## src/rtl/cnt_intc_if.sv

```systemverilog
// Shared cs/rw/addr slave bus used by the interrupt aggregator.
// The bus master drives select, direction, address and write data; the slave returns registered read data.
interface cnt_intc_if;
    logic        cs;
    logic        rw;
    logic [7:0]  addr;
    logic [31:0] wdata;
    logic [31:0] rdata;

    modport master (output cs, output rw, output addr, output wdata, input rdata);
    modport slave  (input cs, input rw, input addr, input wdata, output rdata);
endinterface

```

## src/rtl/cnt_intc.sv

```systemverilog
// Interrupt aggregator: rising-edge capture into sticky status, per-source mask, registered irq/irq_id.
// Optional INTC_OVF_EN adds a sticky overflow register at 0x14 for edges arriving on an already-set source.
module cnt_intc #(
    parameter int NUM_SRC = 10,
    parameter int ID_W    = 4
) (
    input  logic               clk,
    input  logic               xrst,
    cnt_intc_if.slave          bus,
    input  logic [NUM_SRC-1:0] int_src,
    output logic               irq,
    output logic [ID_W-1:0]    irq_id
);

    localparam logic [7:0] ADDR_STATUS = 8'h00;
    localparam logic [7:0] ADDR_MASK   = 8'h04;
    localparam logic [7:0] ADDR_PEND   = 8'h08;
    localparam logic [7:0] ADDR_ID     = 8'h0C;
    localparam logic [7:0] ADDR_CTRL   = 8'h10;
`ifdef INTC_OVF_EN
    localparam logic [7:0] ADDR_OVF    = 8'h14;
`endif

    logic [NUM_SRC-1:0] int_d;
    logic [NUM_SRC-1:0] edge_q;
    logic [NUM_SRC-1:0] status;
    logic [NUM_SRC-1:0] mask;
    logic               gen;
    logic [31:0]        rdata_q;
`ifdef INTC_OVF_EN
    logic [NUM_SRC-1:0] ovf;
    logic [NUM_SRC-1:0] ovf_clr;
`endif

    logic [NUM_SRC-1:0] pend;
    logic               pend_any;
    logic [ID_W-1:0]    low_id;
    logic [NUM_SRC-1:0] low_hot;
    logic [NUM_SRC-1:0] status_clr;
    logic [31:0]        rd_val;
    logic               wr;
    logic               rd;
    logic               unused_wdata;

    assign wr           = bus.cs & ~bus.rw;
    assign rd           = bus.cs & bus.rw;
    assign bus.rdata    = rdata_q;
    assign unused_wdata = ^bus.wdata;

    // Scan from the top down so the lowest pending index is the one left standing.
    always_comb begin
        pend     = status & mask;
        pend_any = |pend;
        low_id   = '0;
        low_hot  = '0;
        for (int i = NUM_SRC - 1; i >= 0; i--) begin
            if (pend[i]) begin
                low_id  = ID_W'(i);
                low_hot = NUM_SRC'(1) << i;
            end
        end
    end

    // Clears come from W1C writes and from acknowledging the reported source via an ID read.
    always_comb begin
        status_clr = '0;
        if (wr && bus.addr == ADDR_STATUS)
            status_clr = status_clr | bus.wdata[NUM_SRC-1:0];
        if (rd && bus.addr == ADDR_ID)
            status_clr = status_clr | low_hot;
`ifdef INTC_OVF_EN
        ovf_clr = '0;
        if (wr && bus.addr == ADDR_OVF)
            ovf_clr = bus.wdata[NUM_SRC-1:0];
`endif
    end

    always_comb begin
        rd_val = '0;
        case (bus.addr)
            ADDR_STATUS: rd_val[NUM_SRC-1:0] = status;
            ADDR_MASK:   rd_val[NUM_SRC-1:0] = mask;
            ADDR_PEND:   rd_val[NUM_SRC-1:0] = pend;
            ADDR_ID: begin
                rd_val[31]       = pend_any;
                rd_val[ID_W-1:0] = low_id;
            end
            ADDR_CTRL:   rd_val[0] = gen;
`ifdef INTC_OVF_EN
            ADDR_OVF:    rd_val[NUM_SRC-1:0] = ovf;
`endif
            default:     rd_val = '0;
        endcase
    end

    // Edges are OR-ed in after clears, so a same-cycle edge always keeps its bit set.
    always_ff @(posedge clk) begin
        if (!xrst) begin
            int_d   <= '0;
            edge_q  <= '0;
            status  <= '0;
            mask    <= '0;
            gen     <= 1'b0;
            rdata_q <= '0;
            irq     <= 1'b0;
            irq_id  <= '0;
`ifdef INTC_OVF_EN
            ovf     <= '0;
`endif
        end else begin
            int_d   <= int_src;
            edge_q  <= int_src & ~int_d;
            status  <= (status & ~status_clr) | edge_q;
            if (wr && bus.addr == ADDR_MASK)
                mask <= bus.wdata[NUM_SRC-1:0];
            if (wr && bus.addr == ADDR_CTRL)
                gen <= bus.wdata[0];
            rdata_q <= rd ? rd_val : 32'h0;
            irq     <= gen & pend_any;
            irq_id  <= low_id;
`ifdef INTC_OVF_EN
            ovf     <= (ovf & ~ovf_clr) | (edge_q & status);
`endif
        end
    end

endmodule

```

## src/flat_wrapper.sv

```systemverilog
// flat-port wrapper written by rule: the top's interface ports become plain ports
module cnt_intc_flat 
#(
    parameter int NUM_SRC = 10,
    parameter int ID_W    = 4
)
  (clk, xrst, int_src, irq, irq_id, bus_cs, bus_rw, bus_addr, bus_wdata, bus_rdata);
  cnt_intc_if bus_i ();
  input  logic clk;
  input  logic xrst;
  input  logic [NUM_SRC-1:0] int_src;
  output logic irq;
  output logic [ID_W-1:0] irq_id;
  input wire logic [$bits(bus_i.cs)-1:0] bus_cs;
  input wire logic [$bits(bus_i.rw)-1:0] bus_rw;
  input wire logic [$bits(bus_i.addr)-1:0] bus_addr;
  input wire logic [$bits(bus_i.wdata)-1:0] bus_wdata;
  output wire logic [$bits(bus_i.rdata)-1:0] bus_rdata;
  assign bus_i.cs = bus_cs;
  assign bus_i.rw = bus_rw;
  assign bus_i.addr = bus_addr;
  assign bus_i.wdata = bus_wdata;
  assign bus_rdata = bus_i.rdata;
  cnt_intc #(.NUM_SRC(NUM_SRC), .ID_W(ID_W)) u_core (.clk(clk), .xrst(xrst), .bus(bus_i), .int_src(int_src), .irq(irq), .irq_id(irq_id));
endmodule
```

## config.mk

```make
export PLATFORM = sky130hd
export DESIGN_NAME = cnt_intc_flat
export DESIGN_NICKNAME = d
export VERILOG_FILES = /design/src/rtl/cnt_intc_if.sv /design/src/rtl/cnt_intc.sv /design/src/flat_wrapper.sv
export SDC_FILE = /design/constraint.sdc
export NUM_CORES = 1
export LEC_CHECK = 0
export CAP_MARGIN = 10
export CORE_ASPECT_RATIO = 1.2
export CORE_MARGIN = 2
export CORE_UTILIZATION = 35
export CTS_CLUSTER_SIZE = 12
export DETAILED_ROUTE_END_ITERATION = 8
export PLACE_DENSITY = 0.69
export SLEW_MARGIN = 0
export SYNTH_ARGS = -nofsm -noshare
export SYNTH_HDL_FRONTEND = slang
export SYNTH_SLANG_ARGS = --single-unit
```

## constraint.sdc

```tcl
create_clock -name clk -period 2.55 [get_ports clk]
set_clock_uncertainty 0.15 [all_clocks]
set_input_delay 0.51 -clock clk [delete_from_list [all_inputs] [get_ports clk]]
set_output_delay 0.51 -clock clk [all_outputs]
set_load 0.005 [all_outputs]
```

**Word level (Yosys, flattened, before mapping)**

Cells that the tools add are included.

- Equal/unequal tests: 4
- Multiplexer cells: 25
- Bitwise logic cells: 11
- Reductions and logical operators: 8

Operators with widths:

| operator | count |
|---|---|
| two-way mux 10 bit | 12 |
| two-way mux 4 bit | 10 |
| AND 10 bit | 3 |
| NOT 10 bit | 2 |
| OR 10 bit | 2 |
| one-hot mux 6 bit (3 select lines) | 1 |
| == test 8 x 4 -> 1 bit (second input constant) | 2 |
| one-hot mux 3 bit (4 select lines) | 1 |
| OR reduction 10 bit | 1 |
| == test 8 x 3 -> 1 bit (second input constant) | 1 |
| == test 8 x 5 -> 1 bit (second input constant) | 1 |
| zero test 8 bit | 1 |
| one-hot mux 1 bit (5 select lines) | 1 |
| logical AND 1 bit | 4 |
| AND 1 bit | 3 |
| AND reduction 3 bit | 1 |
| AND reduction 2 bit | 1 |
| NOT 1 bit | 1 |

- Register bits: 78
- Output and inout port bits: 37
- Word-level logic and storage cells: 58

**Depth between registers and ports, before layout**

Gate-level depths: netlist (run 1).

- Depth in word-level cells: 16
- Gate-level depth with buffers: 7
- Gate-level depth less buffers: 4

**Worst setup path after synthesis (run 1)**

No wires, ideal clock.

- Path type: input-to-reg
- Start: in bus_addr[5]
- End: reg u_core.status[9]
- Library setup time: 0.117 ns
- Arrival time: 1.760 ns
- Required time: 2.283 ns
- Setup slack: 0.523 ns
- Stages on the path: 4
- Path buffers: 0
- Cell sequence: or4_4 -> nor4_4 -> nand4b_1 -> a22o_1

- Longest elaborated chain between the ends: 8

RTL lines:

| item | line | text |
|---|---|---|
| from (decl) | flat_wrapper.sv:16 | `input wire logic [$bits(bus_i.addr)-1:0] bus_addr;` |
| zero test 8 bit | cnt_intc.sv:67 | `if (wr && bus.addr == ADDR_STATUS)` |
| logical AND 1 bit | cnt_intc.sv:67 |  |
| two-way mux 10 bit | cnt_intc.sv:67 |  |
| OR 10 bit | cnt_intc.sv:70 | `status_clr = status_clr \| low_hot;` |
| two-way mux 10 bit (*) | cnt_intc.sv:69 | `if (rd && bus.addr == ADDR_ID)` |
| NOT 10 bit (*) | cnt_intc.sv:113 | `status <= (status & ~status_clr) \| edge_q;` |
| AND 10 bit (*) | cnt_intc.sv:113 |  |
| OR 10 bit (*) | cnt_intc.sv:113 |  |
| to (signal assigned) | cnt_intc.sv:113 |  |
| to (decl) | cnt_intc.sv:26 | `logic [NUM_SRC-1:0] status;` |

Every way passes the cells marked *; elsewhere a longest branch is shown, timed or not.
A chain may end at the register's enable or synchronous reset.

**Worst setup path in the final report (run 1)**

- Start: in bus_addr[5]
- End: reg u_core.status[2]

The elaborated chain is that of the path after synthesis.

==> flow_metrics.py, run 1 <==
metrics = {
    "setup_path": {
        "crit_chain": "clkdlybuf4s50_1 > or4_4 > nor3_2 > buf_4 > a31oi_1 > a22o_1",
        "required_ps": 2620,
        "startpoint_type": "primary input",
        "cp_num_cells": 6,
        "crit_family": "simple AND/OR/NAND/NOR gates",
        "crit_buf_inv": 2,
        "critical_path.endpoint_type": "flop",
        "r2r_cells": 4,
        "cpPeakStageDelay_ps": 580,
        "worstSetupPathType": "primary input to flop",
        "critPathSlowestCell": "or4_4",
        "path_max_fanout": 4,
        "crit_arrival_ps": 2290,
    },
    "route": {
        "via_per_inst": 4.856,
        "route.detailed.drc": 0,
        "routed_wl_um": 5361,
        "vias": 2030,
        "antenna_left": 0,
        "wl_per_cell_um": 12.83,
        "first_iter_violations": 181,
        "first_pass_iters": 4,
    },
    "finish": {
        "layout_commonest_cell": "dfxtp_1",
        "nNetsFinal": 381,
        "final_cell_area_um2": 3223,
        "multi_input_area_um2": 1191,
        "fin_cells": 418,
        "antenna_cells": 0,
        "layout-drive-gt1-share_pct": 11.18,
        "seqCellArea_um2": 1141,
        "fin_util_pct": 47.02,
        "fill_cells": 671,
        "final_cell_mix": "57 x dfxtp_1, 47 x clkdlybuf4s50_1, 23 x nand2_1, 21 x conb_1, 19 x nor2b_1",
        "areaGrowthSynthToFinish_pct": 30.30,
    },
    "floorplan": {
        "ioPinCount": 91,
        "die_y_um": 96.09,
        "row_count": 33,
        "core_um2": 6854,
        "die-width_um": 80.75,
        "dieArea_um2": 7759,
        "start_util_pct": 36.09,
    },
    "place": {
        "io_buffer_count": 47,
        "dpl-instance-area_um2": 3028,
        "gp_congestion": 0.8625,
        "dp.cells": 403,
        "hpwl_um": 3966,
    },
    "timing": {
        "slew_headroom_pct": 63.61,
        "setup_viol": 0,
        "rsz0062_at_grt": "false",
        "slew_violations": 0,
        "period_minus_slack_ps": 2220,
        "hold_viol": 0,
        "post-route-period-util_pct": 87.08,
        "tns_ps": 0,
        "worst_pin_slew_ps": 532.1,
        "max_freq_mhz": 450.4,
    },
    "clock_tree": {
        "clock-sinks": 57,
        "post-cts-setup-buffers": 0,
        "numCtsBuffers": 9,
        "root_buffer": "clkbuf_8",
        "hold_buffers": 0,
        "clkLatencyLatePin_ps": 330,
        "cts_resized": 0,
        "cts_tree": "done",
        "cts_max_level": 3,
        "path_clk_slew_ps": 60,
        "clockBufferDepth": 2,
    },
    "global_routing": {
        "first_global_vias": 1819,
        "grt_start_max_net_pins": 32,
        "antenna_found_initial": 0,
        "grt_busiest_layer": "met2",
        "grt_use_met3_pct": 3.940,
        "grt_use_total_pct": 14.81,
        "grt_overflow": 0,
        "grt_use_met2_pct": 24.17,
        "grt.met1_usage_pct": 17.11,
        "grt_pass1_wl_um": 8604,
    },
    "power": {
        "leakagePower_uw": 0.001293,
        "p_per_area_nw_per_um2": 592.0,
        "ir_worst_vdd_uv": 354.6,
    },
    "synthesis": {
        "synth_edf_count": 0,
        "avgSynthCellArea_um2": 9.265,
        "syn_area_um2": 2474,
        "syn_inst": 267,
        "synth.distinct_cells": 46,
        "yosysSeqAreaShare_pct": 46.13,
        "ys_warn_count": 0,
        "ys.flop_type": "dfxtp_1",
        "ys_seq_elements": 57,
        "synth-async-reset-ratio_pct": 0,
    },
    "hold_path": {
        "hp-class": "flop to flop",
        "holdPathStages": 1,
    },
    "flow_run": {
        "cap_violations": 0,
    },
    "status": {
        "status": "finished, final reports clean",
    },
}
[cells by family (layout without fill, tap and decap cells)]
kind of cell	Yosys count	count (layout)	share of synthesized area, %
compound gates	59	59	15.93
mux	11	11	4.451
buf+inv	36	80	8.751
xor+xnor	1	1	0.3541
flops	57	57	46.13
other cells	1	21	0.1516
simple gates	102	102	24.23
[worst register-to-register path: cells and delay by family, from the launching register on]
family / cells / cell delay [ps]
compound gates: 2 / 620
flops: 1 / 350
simple gates: 2 / 550
[cell usage after synthesis (3+ instances only)]
master    number  area [µm²]
o21ai_0       10       50.05
o21a_1         3       22.52
a22o_1         8       70.07
inv_1          5       18.77
dfxtp_1       57        1141
buf_4         21       157.7
and3_1         5       31.28
nor2_1        16       60.06
nand4_1        7       43.79
a22oi_1        4       30.03
nor3_1         3       15.01
nand2_1       23       86.33
nor2b_1       19       118.9
mux2i_1       11       110.1
nand3_1        3       15.01
and2_1        11       68.82
a21oi_1       15       75.07
a31oi_1        6       37.54
clkbuf_1       7       26.28
[final timing paths]
| kind | start | endpoint | slack [ps] |
|---|---|---|---|
| max reg2reg | u_core.mask[1]$_SDFFE_PN0P_ | u_core.status[6]$_SDFF_PN0_ | 770 |
| max | bus_addr[5] | u_core.status[2]$_SDFF_PN0_ | 330 |
| min | u_core.int_d[3]$_SDFF_PN0_ | u_core.edge_q[3]$_SDFF_PN0_ | 230 |
| min reg2reg | u_core.int_d[3]$_SDFF_PN0_ | u_core.edge_q[3]$_SDFF_PN0_ | 230 |
[metal layers]
layer	wire, µm	share of wire, %	vias to the layer above
met2	2703	50	82
met3	334	6.2	9
met5	0	0	-
met1	2233	42	912
li1	-	-	1027
met4	89	1.7	0
[flip-flops by register name, indices dropped and copies added (netlist names)]
signal	count
u_core.mask	10
u_core.irq	1
u_core.gen	1
u_core.int_d	10
u_core.status	10
u_core.bus.rdata	11
u_core.irq_id	4
u_core.edge_q	10
[area by class of cell]
cell class                 instances  area share, %
multi-input combinational        194          36.96
clock inverter                     3          1.242
clock buffer                      12          4.814
inverter                           5         0.5823
timing repair buffer              60          17.62
sequential                        57          35.40
tap                               87          3.377
[power by group]
| group | switching [µW] | total (µW) | internal, µW | leakage, µW |
|---|---|---|---|---|
| combinational | 69.0 | 154 | 84.6 | 0.000725 |
| clock | 319 | 815 | 495 | 0.000102 |
| sequential | 20.4 | 940 | 920 | 0.000466 |
| total | 409 | 1910 | 1500 | 0.00129 |
[through the flow]
step	worst slack, ps	total power [µW]	hold WS (ps)
2_1_floorplan	523.3	1047	217.4
3_3_place_gp	20.45	1107	221.5
3_5_place_dp	-17.91	1112	221.5
4_1_cts	331.6	1929	229.9
5_1_grt	146.2	1993	248.1
6_report	329.5	1908	226.7
No activity file was read; power rests on OpenSTA's default activity.
==> run 2, diff against run 1 <==
--- a/config.mk
+++ b/config.mk
@@ -12,6 +12,8 @@
 export CTS_CLUSTER_SIZE = 12
 export DETAILED_ROUTE_END_ITERATION = 8
 export PLACE_DENSITY = 0.69
+export SETUP_SLACK_MARGIN = 0.5
+export SKIP_LAST_GASP = 1
 export SLEW_MARGIN = 0
 export SYNTH_ARGS = -nofsm -noshare
 export SYNTH_HDL_FRONTEND = slang
==> run 2 against run 1 <==
Net effect:
- die area is the same
- critical endpoint is now u_core.status[0]$_SDFF_PN0_
- final cell count grew 0.72%
- wire length grew 4.4%
- non-clock buffer count grew 3
- largest cell class unchanged
==> flow_metrics.py, run 2 (same netlist as run 1, synthesis figures left out) <==
metrics = {
    "status": {
        "status": "finished, final reports clean",
    },
    "clock_tree": {
        "clockBufferDepth": 2,
        "hold_buffers": 0,
        "cts_tree": "done",
        "clkLatencyLatePin_ps": 330,
        "clock-sinks": 57,
        "root_buffer": "clkbuf_8",
        "cts_max_level": 3,
        "numCtsBuffers": 9,
        "path_clk_slew_ps": 60,
    },
    "hold_path": {
        "hp-class": "flop to flop",
    },
    "floorplan": {
        "start_util_pct": 36.09,
        "ioPinCount": 91,
        "dieArea_um2": 7759,
        "die-width_um": 80.75,
        "die_y_um": 96.09,
        "core_um2": 6854,
        "row_count": 33,
    },
    "timing": {
        "hold_viol": 0,
        "max_freq_mhz": 500.3,
        "timing.hold.ws_ps": 227.2,
        "post-route-period-util_pct": 78.38,
        "setup_viol": 0,
        "period_minus_slack_ps": 1999,
        "setup_ws_ps": 551.3,
        "rsz0062_at_grt": "true",
        "slew_violations": 0,
    },
    "global_routing": {
        "first_global_vias": 1857,
        "grt_pass1_wl_um": 8852,
        "grt_start_max_net_pins": 32,
        "antenna_found_initial": 0,
        "grt_use_total_pct": 15.31,
        "grt_overflow": 0,
    },
    "setup_path": {
        "required_ps": 2630,
        "startpoint_type": "primary input",
        "worstSetupPathType": "primary input to flop",
        "path_max_fanout": 4,
        "crit_arrival_ps": 2070,
        "critical_path.endpoint_type": "flop",
    },
    "place": {
        "io_buffer_count": 47,
        "gp_congestion": 0.8625,
        "dp_slack_ps": -17.91,
        "hpwl_um": 3966,
    },
    "route": {
        "vias": 2055,
        "via_per_inst": 4.881,
        "antenna_left": 0,
        "first_pass_iters": 6,
        "route.detailed.drc": 0,
        "routed_wl_um": 5595,
        "first_iter_violations": 151,
        "wl_per_cell_um": 13.29,
    },
    "finish": {
        "areaGrowthSynthToFinish_pct": 33.13,
        "layout-drive-gt1-share_pct": 13.47,
        "layout_commonest_cell": "dfxtp_1",
        "antenna_cells": 0,
        "final_cell_mix": "57 x dfxtp_1, 39 x clkdlybuf4s50_1, 23 x nand2_1, 21 x conb_1, 18 x nor2b_1",
        "nNetsFinal": 384,
        "largest_reg_flops": 11,
    },
    "power": {
        "p_per_area_nw_per_um2": 581.4,
        "leakagePower_uw": 0.001353,
        "ir_worst_vdd_uv": 357.2,
    },
    "flow_run": {
        "cap_violations": 0,
    },
}
-- run 2: cell count changes in the layout (fill, tap and decap cells not counted), moves of 2 or more --
cell,previous run,this run
clkdlybuf4s50_1,47,39
dlymetal6s2s_1,0,4
buf_6,0,2
clkdlybuf4s15_1,0,2
-- run 2: layout make-up --
cell class	instances	area [µm²]
Multi-Input combinational cell	194	1227
Clock inverter	3	40.04
Inverter	5	18.77
Fill cell	667	3561
Clock buffer	12	155.1
Tap cell	87	108.9
Sequential cell	57	1141
Timing Repair Buffer	63	601.8
-- run 2: path summary, 6_finish.rpt --
path         depth (start not counted)  slack, ps                        start                          end
max reg2reg                          4        790  u_core.mask[1]$_SDFFE_PN0P_  u_core.status[6]$_SDFF_PN0_
min                                  1        230   u_core.int_d[3]$_SDFF_PN0_  u_core.edge_q[3]$_SDFF_PN0_
min reg2reg                          1        230   u_core.int_d[3]$_SDFF_PN0_  u_core.edge_q[3]$_SDFF_PN0_
max                                  5        550                  bus_addr[1]  u_core.status[0]$_SDFF_PN0_
-- run 2: through the flow --
stage | cells | setup TNS (ps) | util [%] | instance area, µm² | power (µW)
floorplan | 287 | 0 | - | 2549 | 1047
global placement | 403 | 0 | 44.18 | 3028 | 1107
detailed placement | 403 | -41.45 | 44.18 | 3028 | 1112
CTS | 421 | 0 | 47.61 | 3263 | 1930
global route | 421 | 0 | 48.05 | 3293 | 1997
finish | 421 | 0 | 48.05 | 3293 | 1915
-- run 2: repair_timing --
action,in CTS,in global routing
buffers inserted,2,0
cloned,1,0
setup endpoints to repair,16,22
resized for setup,13,9
pin swaps,4,5
-- run 2: critical path: stages --
cell             delay, ps
clkdlybuf4s50_1        420
or4_4                  570
o41ai_2                340
a21oi_1                 70
o21a_1                 170
-- run 2: routing by layer --
metal	track usage (%)	part of all wire (%)	vias up
met3	3.940	6.1	17
li1	-	-	1031
met4	9.746	3.0	0
met2	25.28	50	87
met1	17.54	41	920
met5	0	0	-
-- run 2: power breakdown --
| group | leakage [µW] | switching [µW] | internal [µW] |
|---|---|---|---|
| logic | 0.000785 | 72.8 | 84.3 |
| registers | 0.000466 | 20.9 | 920 |
| clock network | 0.000102 | 322 | 495 |
==> run 3, diff against run 2 <==
==> constraint.sdc (replaced) <==
create_clock -name clk -period 1.9 [get_ports clk]
set_clock_uncertainty 0.15 [all_clocks]
set_input_delay 0.38 -clock clk [delete_from_list [all_inputs] [get_ports clk]]
set_output_delay 0.38 -clock clk [all_outputs]
set_load 0.005 [all_outputs]
==> run 3 against run 2 <==
Net effect:
- sequential power up 34%
- clock-buffer cell count did not move
- hold slack better by 1.3 ps
- wire length rose by 8.1%
- global-route usage rose by 0.57 points
- via count rose by 7.1%
- first-iteration DRC count grew 74%
- largest cell class unchanged
==> flow_metrics.py, run 3 (same netlist as run 1, synthesis figures left out) <==
metrics = {
    "timing": {
        "hold_viol": 0,
        "max_freq_mhz": 587.6,
        "rsz0062_at_grt": "true",
        "slew_violations": 0,
        "tns_ps": 0,
        "setup_viol": 0,
        "period_minus_slack_ps": 1702,
        "timing.hold.ws_ps": 228.5,
        "post-route-period-util_pct": 89.57,
    },
    "finish": {
        "final_cell_mix": "49 x dfxtp_1, 29 x buf_4, 23 x nand2_1, 21 x conb_1, 20 x clkdlybuf4s50_1",
        "nNetsFinal": 406,
        "areaGrowthSynthToFinish_pct": 46.38,
        "largest_reg_flops": 11,
        "fill_cells": 640,
        "layout-drive-gt1-share_pct": 30.53,
        "layout_commonest_cell": "dfxtp_1",
        "fin_util_pct": 52.83,
        "fin_cells": 444,
        "final_cell_area_um2": 3621,
        "antenna_cells": 0,
    },
    "clock_tree": {
        "root_buffer": "clkbuf_8",
        "cts_tree": "done",
        "clockBufferDepth": 2,
        "clkLatencyLatePin_ps": 340,
        "numCtsBuffers": 9,
        "clock-sinks": 57,
        "cts_max_level": 3,
        "path_clk_slew_ps": 60,
        "hold_buffers": 0,
    },
    "hold_path": {
        "hp-class": "flop to flop",
        "holdPathStages": 1,
        "min_to": "u_core.edge_q[9]$_SDFF_PN0_",
        "hold_path.startpoint": "u_core.int_d[9]$_SDFF_PN0_",
    },
    "setup_path": {
        "r2r-start": "u_core.mask[1]$_SDFFE_PN0P_",
        "crit_arrival_ps": 1780,
        "r2r-end": "u_core.status[7]$_SDFF_PN0_",
        "r2r_cells": 5,
        "path_max_fanout": 4,
        "critical_path.endpoint_type": "flop",
        "worstSetupPathType": "primary input to flop",
        "ff2ff_setup_slack_ps": 360,
        "startpoint_type": "primary input",
        "required_ps": 1980,
    },
    "global_routing": {
        "antenna_found_initial": 0,
        "grt_use_total_pct": 15.88,
        "grt_start_max_net_pins": 26,
        "first_global_vias": 1922,
        "grt_overflow": 0,
        "grt_pass1_wl_um": 9163,
    },
    "floorplan": {
        "row_count": 33,
        "die_y_um": 96.09,
        "start_util_pct": 36.09,
        "dieArea_um2": 7759,
        "die-width_um": 80.75,
        "core_um2": 6854,
        "ioPinCount": 91,
    },
    "power": {
        "intPower_uw": 2045,
        "swShare_pct": 22.77,
        "p_seq_share_pct": 47.7,
        "p_comb_share_pct": 9.5,
        "ir_worst_vdd_uv": 341.7,
        "power.net_switching_uw": 603.1,
        "clkPwrFrac_pct": 42.8,
        "leakagePower_uw": 0.001499,
        "p_per_area_nw_per_um2": 731.4,
    },
    "place": {
        "dp.cells": 417,
        "io_buffer_count": 47,
        "hpwl_um": 4084,
        "dpl-instance-area_um2": 3177,
        "gp_congestion": 0.8750,
    },
    "route": {
        "via_per_inst": 4.957,
        "vias": 2201,
        "route.detailed.drc": 0,
        "wl_per_cell_um": 13.62,
        "first_pass_iters": 4,
        "routed_wl_um": 6048,
        "antenna_left": 0,
        "first_iter_violations": 262,
    },
    "flow_run": {
        "cap_violations": 0,
    },
    "status": {
        "status": "finished, final reports clean",
    },
}
[run 3: cell count changes in the layout (fill, tap and decap cells not counted), sizes merged, moves of 4 or more]
cell	previous run	this run
buf	16	41
clkdlybuf4s50	39	20
dlymetal6s2s	4	0
clkbuf	13	19
clkdlybuf4s15	2	14
[run 3: metrics by stage]
stage                     setup WS, ps  total power (µW)
after CTS                        176.6              2664
final                            198.1              2648
after detailed placement        -456.4              1516
after global placement          -432.2              1511
after global routing             162.7              2758
after floorplan                  6.677              1416
[run 3: worst max path at each step]
stage           startpoint                           to  slack [ps]
5_1_grt        bus_addr[6]  u_core.status[6]$_SDFF_PN0_         160
2_1_floorplan  bus_addr[5]  u_core.status[9]$_SDFF_PN0_           7
3_3_place_gp   bus_addr[5]  u_core.status[9]$_SDFF_PN0_        -430
3_5_place_dp   bus_addr[5]  u_core.status[9]$_SDFF_PN0_        -460
6_report       bus_addr[6]  u_core.status[2]$_SDFF_PN0_         200
4_1_cts        bus_addr[6]  u_core.status[3]$_SDFF_PN0_         180
[run 3: repair_timing]
action                     CTS  global route
cloned                       2             0
gates resized for setup     98            23
pin swaps                   16            12
setup endpoints to repair   64            40
buffers inserted             5             4
[run 3: metal layers]
metal / track usage, % / share of wire [%]
met5: 0 / 0
met4: 9.746 / 3.4
met3: 3.096 / 5.2
met2: 26.32 / 50
met1: 18.88 / 41
[run 3: final cells by class]
type | instances | area (µm²) | area share [%]
multi-input cells | 195 | 1385 | 38.25
flip-flops and latches | 57 | 1154 | 31.86
repair buffers | 84 | 748.2 | 20.66
clock buffers | 12 | 155.1 | 4.285
well taps | 87 | 108.9 | 3.006
clock inverters | 4 | 51.30 | 1.417
inverters | 5 | 18.77 | 0.5183
[run 3: power by group through the flow]
stage	sequential (µW)	combinational (µW)	clock, µW
6_report	1260	252	1130
4_1_cts	1260	244	1160
3_5_place_dp	1290	230	0
5_1_grt	1270	272	1220
2_1_floorplan	1280	138	0
3_3_place_gp	1290	226	0
[run 3: worst max-delay path, cell delays in order]
cell and delay (ps):
buf_6 90, or4_4 550, buf_4 160, nor3_4 140, buf_4 180, a31oi_1 80
a22o_1 200
